==> config.mk <==
export PLATFORM = sky130hd
export DESIGN_NAME = bus_rr_arbiter
export DESIGN_NICKNAME = d
export VERILOG_FILES = /design/src/rtl/bus_rr_arbiter.sv
export SDC_FILE = /design/constraint.sdc
export NUM_CORES = 1
export LEC_CHECK = 0
export CORE_MARGIN = 3
export CORE_UTILIZATION = 26
export DETAILED_ROUTE_END_ITERATION = 8
export GPL_TIMING_DRIVEN = 0
export PLACE_DENSITY_LB_ADDON = 0.05
export SYNTH_ARGS = -nofsm -noshare
export SYNTH_HDL_FRONTEND = slang
export SYNTH_SLANG_ARGS = --single-unit
==> constraint.sdc <==
create_clock -name clk -period 3.7 [get_ports clk]
set_clock_uncertainty 0.2 [all_clocks]
set_input_delay 0.37 -clock clk [delete_from_list [all_inputs] [get_ports clk]]
set_output_delay 0.37 -clock clk [all_outputs]
set_load 0.02 [all_outputs]
==> src/rtl/bus_rr_arbiter.sv <==
// bus_rr_arbiter: two-master round-robin bus arbiter with an integrated
// master-to-slave multiplexer. Grants are taken straight from the state
// register, so they are registered. The slave-side mux is combinational
// from that state.
//
// Optional feature: define BUS_TIMEOUT_EN to enable a hold counter. When it
// is enabled, an owner that has held the bus for MAX_HOLD cycles while the
// other master waits is forced to hand over the bus.
module bus_rr_arbiter #(
  parameter int ADDR_W   = 8,
  parameter int DATA_W   = 32,
  parameter int MAX_HOLD = 16
) (
  input  logic              clk,
  input  logic              reset_n,
  input  logic              m0_req,
  input  logic              m1_req,
  input  logic [ADDR_W-1:0] m0_address,
  input  logic              m0_wr,
  input  logic [DATA_W-1:0] m0_dout,
  input  logic [ADDR_W-1:0] m1_address,
  input  logic              m1_wr,
  input  logic [DATA_W-1:0] m1_dout,
  output logic              m0_grant,
  output logic              m1_grant,
  output logic              bus_busy,
  output logic [ADDR_W-1:0] s_address,
  output logic              s_wr,
  output logic [DATA_W-1:0] s_din
);

  // MAX_HOLD must fit the 8-bit hold counter and leave room for at least one
  // cycle of ownership before a forced handover.
  if (MAX_HOLD < 2 || MAX_HOLD > 255) begin : g_bad_max_hold
    $error("bus_rr_arbiter: MAX_HOLD must be in 2..255");
  end

  typedef enum logic [1:0] {
    IDLE = 2'b00,
    M0   = 2'b01,
    M1   = 2'b10
  } state_t;

  state_t state;
  state_t state_nxt;

  // Index of the master most recently granted. Reset to 1 so that master 0
  // wins the first contention.
  logic   last;

`ifdef BUS_TIMEOUT_EN
  localparam logic [7:0] HOLD_LIMIT = 8'(MAX_HOLD - 1);

  logic [7:0] hold_cnt;
  logic       hold_expired;
  logic       owner_entry;

  assign hold_expired = (hold_cnt == HOLD_LIMIT);
  assign owner_entry  = (state_nxt != state) && (state_nxt != IDLE);

  // Hold counter: cleared on each new ownership and while idle. It counts
  // cycles of continued ownership and saturates at MAX_HOLD-1.
  always_ff @(posedge clk or negedge reset_n) begin
    if (!reset_n) begin
      hold_cnt <= '0;
    end else if (owner_entry || (state_nxt == IDLE)) begin
      hold_cnt <= '0;
    end else if (!hold_expired) begin
      hold_cnt <= hold_cnt + 8'd1;
    end
  end
`endif

  // State register plus round-robin history. last follows every entry into
  // M0 or M1. Re-loading the same value while staying in a state is harmless.
  always_ff @(posedge clk or negedge reset_n) begin
    if (!reset_n) begin
      state <= IDLE;
      last  <= 1'b1;
    end else begin
      state <= state_nxt;
      if (state_nxt == M0) begin
        last <= 1'b0;
      end else if (state_nxt == M1) begin
        last <= 1'b1;
      end
    end
  end

  // Next-state selection: round-robin on contention from IDLE, direct
  // handover when the owner releases, and no preemption unless the hold
  // limit is enabled and has been reached.
  always_comb begin
    state_nxt = state;
    unique case (state)
      IDLE: begin
        if (m0_req && m1_req) begin
          state_nxt = last ? M0 : M1;
        end else if (m0_req) begin
          state_nxt = M0;
        end else if (m1_req) begin
          state_nxt = M1;
        end else begin
          state_nxt = IDLE;
        end
      end
      M0: begin
        if (!m0_req) begin
          state_nxt = m1_req ? M1 : IDLE;
        end
`ifdef BUS_TIMEOUT_EN
        else if (hold_expired && m1_req) begin
          state_nxt = M1;
        end
`endif
      end
      M1: begin
        if (!m1_req) begin
          state_nxt = m0_req ? M0 : IDLE;
        end
`ifdef BUS_TIMEOUT_EN
        else if (hold_expired && m0_req) begin
          state_nxt = M0;
        end
`endif
      end
      default: state_nxt = IDLE;
    endcase
  end

  assign m0_grant = (state == M0);
  assign m1_grant = (state == M1);
  assign bus_busy = m0_grant | m1_grant;

  // Slave-side mux. It drives zeros while idle, so s_wr is never asserted
  // without a grant.
  always_comb begin
    s_address = '0;
    s_wr      = 1'b0;
    s_din     = '0;
    unique case (state)
      M0: begin
        s_address = m0_address;
        s_wr      = m0_wr;
        s_din     = m0_dout;
      end
      M1: begin
        s_address = m1_address;
        s_wr      = m1_wr;
        s_din     = m1_dout;
      end
      default: begin
        s_address = '0;
        s_wr      = 1'b0;
        s_din     = '0;
      end
    endcase
  end

endmodule

==> results.sh, run 1 <==
export IMPL_port_buffers=129
export IMPL_synth_edf_count=0
export IMPL_vias=1419
export IMPL_cts_tree="yes"
export IMPL_wirelength_um=4292
export IMPL_slowest_delay_ns=0.64
export IMPL_antennaDiodeCount=0
export IMPL_setup_viol=0
export IMPL_area_growth_pct=154.9
export IMPL_clk_pin_slew_ns=0.04
export IMPL_drive_gt1_frac=0.04688
export IMPL_syn_inst=123
export IMPL_die_area_um2=4144
export IMPL_fp_dieW_um=64.37
export IMPL_layout_nets=349
export IMPL_dr_first_iter_drc_count=68
export IMPL_path_cells="inv_1, ha_1, clkbuf_1, buf_2, a22oi_1, nor2b_1, clkdlybuf4s50_1"
export IMPL_cts_max_level=1
export IMPL_dp_hpwl_um=3535
export IMPL_multi_input_area_um2=728.2
export IMPL_p_total_mw=1.423
export IMPL_initial_core_util=0.2810
export IMPL_holdCritPathClass="in2async"
export IMPL_core_area_um2=3153
export IMPL_area_sequential_um2=76.32
export IMPL_antenna_found_initial=0
export IMPL_drtAntennaViolNets=0
export IMPL_cts_resized=0
export IMPL_worst_pin_slew_ns=0.3232
export IMPL_clk_path_buf_depth=2
export IMPL_fillers=274
export IMPL_root_buffer="clkbuf_4"
export IMPL_leakagePower_nw=0.8082
export IMPL_avgSynthCellArea_um2=7.202
export IMPL_numCtsBuffers=3
export IMPL_critPathRequiredTime_ns=3.13
export IMPL_fin_hold_ws_ns=0.1085
export IMPL_arrival_ns=2.33
export IMPL_worstPathMaxFanout=10
export IMPL_grt_setup_unrepaired="no"
export IMPL_placed_area_um2=2232
export IMPL_cpMaxStageDelayCell="clkdlybuf4s50_1"
export IMPL_syn_nets=215
export IMPL_endpoint_kind="primary output"
export IMPL_seq_area_frac_synth=0.08616
export IMPL_path_class="reg2out"
export IMPL_grt_pass1_vias=1426
export IMPL_synthDistinctLibCells=18
export IMPL_rows=20
export IMPL_drc=0
export IMPL_yosysWarnings=0
export IMPL_ir_drop_uv=453.8
export IMPL_async_flop_share=1.000
export IMPL_vias_per_cell=4.730
export IMPL_fmax_ghz=0.3449
export IMPL_gr_total_overflow=0
export IMPL_fp_dieH_um=64.37
export IMPL_slew_headroom=0.7845
export IMPL_grt_max_degree=11
export IMPL_grtUsageTotal=0.2071
export IMPL_drv_slew=0
export IMPL_grt_pass1_wl_um=6858
export IMPL_postCtsSetupBuffers=0
export IMPL_clk_latency_ns=0.24
export IMPL_post_route_period_util=0.7836
export IMPL_wl_per_cell_um=14.31
export IMPL_period_minus_slack_ns=2.899
export IMPL_hold_viol=0
export IMPL_r2r_cells=8
export IMPL_yosys_most_used_dff="dfrtp_1"
export IMPL_io_pins=130
export IMPL_fin_util=0.7163
export IMPL_cap_violations=0
export IMPL_hold_buffers=0
export IMPL_cts_sinks=3
export IMPL_firstDrtPassIters=6
export IMPL_final_area_um2=2258
export IMPL_syn_area_um2=885.9
export IMPL_power_density_nw_per_um2=630.3
export IMPL_startpoint_type="flip-flop"
export IMPL_setup_tns_ns=0
export IMPL_status="finished, final reports clean"
export IMPL_gp_congestion=0.7351
export IMPL_ys_ff_latch=3
==> state kept, by name (all words and copies together) (netlist names) <==
register	flops
state	2
last	1
==> cells in the final DEF (no fill, tap or decap), drive strengths merged <==
cell type / instances
a22oi: 42
a31o: 2
a31oi: 1
and3: 1
buf: 8
clkbuf: 10
clkdlybuf4s50: 129
dfrtp: 2
dfstp: 1
ha: 6
inv: 5
mux2: 1
mux2i: 1
nand2: 1
nor2: 1
nor2b: 42
nor3: 1
o21ai: 1
o22ai: 1
==> synth_stat cells, types with 2 or more instances <==
library cell | count | share of area
a22oi_1 | 42 | 0.36
nor2b_1 | 42 | 0.30
buf_2 | 8 | 0.045
clkbuf_1 | 6 | 0.025
ha_1 | 6 | 0.085
inv_1 | 5 | 0.021
a31o_1 | 2 | 0.020
dfrtp_1 | 2 | 0.056
==> area by class of cell <==
class	instances	share of cell area
repair buffers	129	0.5717
multi-input cells	101	0.3224
flip-flops and latches	3	0.03379
plain buffers	14	0.02770
well taps	44	0.02438
clock buffers	4	0.01163
inverters	5	0.008310
==> logic make-up after synthesis <==
| logic type | count (synthesis) | share of synthesized area |
|---|---|---|
| AO/OA/AOI/OAI | 47 | 0.3955 |
| AND/OR/NAND/NOR | 46 | 0.3178 |
| buffers and inverters | 19 | 0.09181 |
| adder cells (fa/ha/maj) | 6 | 0.08474 |
| flip-flops | 3 | 0.08617 |
| multiplexers | 2 | 0.02401 |
==> per-stage QoR <==
step                      std cells  worst slack (ns)
after CTS                       300            0.7676
after global placement          296             1.062
after detailed placement        296             1.037
after floorplan                 123             1.535
after global routing            300            0.5821
final                           300            0.8007
==> report_power, final <==
group | switching [mW] | internal [mW] | total (mW)
logic | 0.645 | 0.654 | 1.30
clock network | 0.0185 | 0.0405 | 0.0590
registers | 0.0148 | 0.0503 | 0.0651
==> final timing paths <==
path	startpoint	endpoint	slack, ns
max in group asynchronous	reset_n	last	2.97
hold reg to reg	last	last	0.28
setup reg to reg	state[0]	last	1.56
setup / recovery	state[0]	s_din[26]	0.80
min in group clk	last	last	0.28
hold / removal	reset_n	state[0]	0.11
==> metal layers <==
layer  vias to the layer above  GRT usage  share of wire
met1                       616     0.2500           0.41
li1                        716          -              -
met2                        85     0.3608           0.47
met4                         0    0.04749         0.0065
met3                         2    0.05800           0.12
met5                         -          0              0
==> critical path: cells and delay by family (launching register included) <==
family	cells	cell delay (ns)
flip-flops	1	0.43
AO/OA/AOI/OAI	1	0.11
adder cells (fa/ha/maj)	1	0.17
buffers and inverters	4	1.25
AND/OR/NAND/NOR	1	0.12
(Power assumes the default switching activity.)
==> run 2: changes to the inputs <==
- CORE_UTILIZATION: 26 -> 21
- clock period: 3.7 -> 2.5 ns (I/O delays scaled with it)
==> run 2 against run 1 <==
Largest power group unchanged. Sequential share of layout area is essentially flat. Power grew 43%. Critical endpoint is now s_address[3]. Cell area is 0.83% lower. Routed wire length shrank 2.1%.
==> results.sh, run 2 (same netlist as run 1, synthesis figures left out) <==
export IMPL_period_minus_slack_ns=2.348
export IMPL_fp_dieH_um=70.95
export IMPL_clk_latency_ns=0.21
export IMPL_grt_pass1_wl_um=6389
export IMPL_place_ws_ns=-0.03419
export IMPL_worstPathMaxFanout=6
export IMPL_wl_per_cell_um=13.91
export IMPL_initial_core_util=0.2299
export IMPL_arrival_ns=1.90
export IMPL_cpMaxStageDelayCell="clkdlybuf4s50_1"
export IMPL_largest_reg_flops=2
export IMPL_die_area_um2=5034
export IMPL_gp_congestion=0.7288
export IMPL_fillers=380
export IMPL_r2r_cells=7
export IMPL_wirelength_um=4201
export IMPL_worst_pin_slew_ns=0.2745
export IMPL_rows=22
export IMPL_setup_viol=0
export IMPL_largestRegisters="state: 2 flops, last: 1 flops"
export IMPL_vias=1380
export IMPL_grtUsageTotal=0.1517
export IMPL_leakagePower_nw=0.9985
export IMPL_power_density_nw_per_um2=906.8
export IMPL_r2r_end="last"
export IMPL_cts_sinks=3
export IMPL_path_cells="inv_1, ha_1, nor2b_1, clkdlybuf4s50_1"
export IMPL_fp_dieW_um=70.95
export IMPL_dp_hpwl_um=3436
export IMPL_cts_resized=48
export IMPL_grt_setup_unrepaired="no"
export IMPL_regMostFlops="state"
export IMPL_clk_path_buf_depth=2
export IMPL_area_growth_pct=152.8
export IMPL_vias_per_cell=4.570
export IMPL_antennaDiodeCount=0
export IMPL_status="finished, final reports clean"
export IMPL_hold_buffers=0
export IMPL_hold_viol=0
export IMPL_core_area_um2=3854
export IMPL_fin_util=0.5812
export IMPL_clk_pin_slew_ns=0.03
export IMPL_io_pins=130
export IMPL_fmax_ghz=0.4260
export IMPL_grt_max_degree=11
export IMPL_slew_headroom=0.8156
export IMPL_cap_violations=0
export IMPL_holdCritPathClass="in2async"
export IMPL_gr_total_overflow=0
export IMPL_path_class="reg2out"
export IMPL_drv_slew=0
export IMPL_drive_gt1_frac=0.07087
export IMPL_final_common_cell="clkdlybuf4s50_1"
export IMPL_setup_tns_ns=0
export IMPL_cts_tree="yes"
export IMPL_grt_pass1_vias=1285
export IMPL_place_inst=300
export IMPL_dr_first_iter_drc_count=36
export IMPL_drtAntennaViolNets=0
export IMPL_startpoint_type="flip-flop"
export IMPL_final_cells=302
export IMPL_firstDrtPassIters=4
export IMPL_ir_drop_uv=504.5
export IMPL_cts_max_level=1
export IMPL_post_route_period_util=0.9390
export IMPL_drc=0
export IMPL_r2r_slack_ns=0.52
export IMPL_layout_nets=347
export IMPL_critPathRequiredTime_ns=2.05
export IMPL_mostFrequentLayoutCells="clkdlybuf4s50_1 (89), a22oi_1 (42), nor2b_1 (42)"
export IMPL_antenna_found_initial=0
export IMPL_root_buffer="clkbuf_8"
export IMPL_numCtsBuffers=3
export IMPL_postCtsSetupBuffers=0
export IMPL_fin_hold_ws_ns=0.02659
export IMPL_slowest_delay_ns=0.63
export IMPL_port_buffers=129
export IMPL_endpoint_kind="primary output"
export IMPL_setup_ws_ns=0.1524
export IMPL_r2r_start="state[0]"
-- run 2: cell count changes in the layout (fill, tap and decap cells not counted), sizes merged --
cell	delta
clkbuf	-2
clkdlybuf4s50	-40
dlygate4sd2	+40
-- run 2: worst max-delay path by stage --
stage | from | endpoint | slack [ns] | depth (start not counted)
floorplan | state[0] | s_address[0] | 0.45 | 6
global placement | state[0] | s_din[9] | -0.05 | 7
detailed placement | state[0] | s_din[5] | -0.03 | 7
CTS | state[0] | s_address[3] | 0.12 | 4
global route | state[0] | s_address[3] | 0.0004 | 4
finish | state[0] | s_address[3] | 0.15 | 4
-- run 2: area by class of cell --
type	count	area, µm²	share of cell area
Timing Repair Buffer	129	1241	0.5542
Multi-Input combinational cell	101	733.2	0.3274
Sequential cell	3	76.32	0.03408
Buffer	12	65.06	0.02905
Tap cell	48	60.06	0.02682
Clock buffer	4	45.04	0.02011
Inverter	5	18.77	0.008380
-- run 2: worst max-delay path, delay by kind of cell (launching register included) --
| kind | cells | cell delay (ns) |
|---|---|---|
| fa+ha+maj | 1 | 0.39 |
| simple gates | 1 | 0.15 |
| buf+inv | 2 | 0.72 |
| flops | 1 | 0.42 |
-- run 2: report_power, final --
part	internal [mW]	switching, mW
registers	0.0745	0.0215
clock network	0.109	0.0297
logic	0.849	0.948
-- run 2: through the flow --
stage | power [mW] | instance area (µm²)
after floorplan | 1.249 | 885.9
after global placement | 2.038 | 2237
after detailed placement | 2.033 | 2237
after CTS | 2.054 | 2240
after global routing | 2.197 | 2240
final | 2.031 | 2240
-- run 2: metal layers --
layer | share of wire | vias up | wire length, µm | GRT usage
met5 | 0 | - | 0 | 0
met2 | 0.51 | 56 | 2162 | 0.2812
met1 | 0.41 | 609 | 1743 | 0.1870
met3 | 0.070 | 0 | 295 | 0.02131
li1 | - | 715 | - | -
met4 | 0 | 0 | 0 | 0.02505
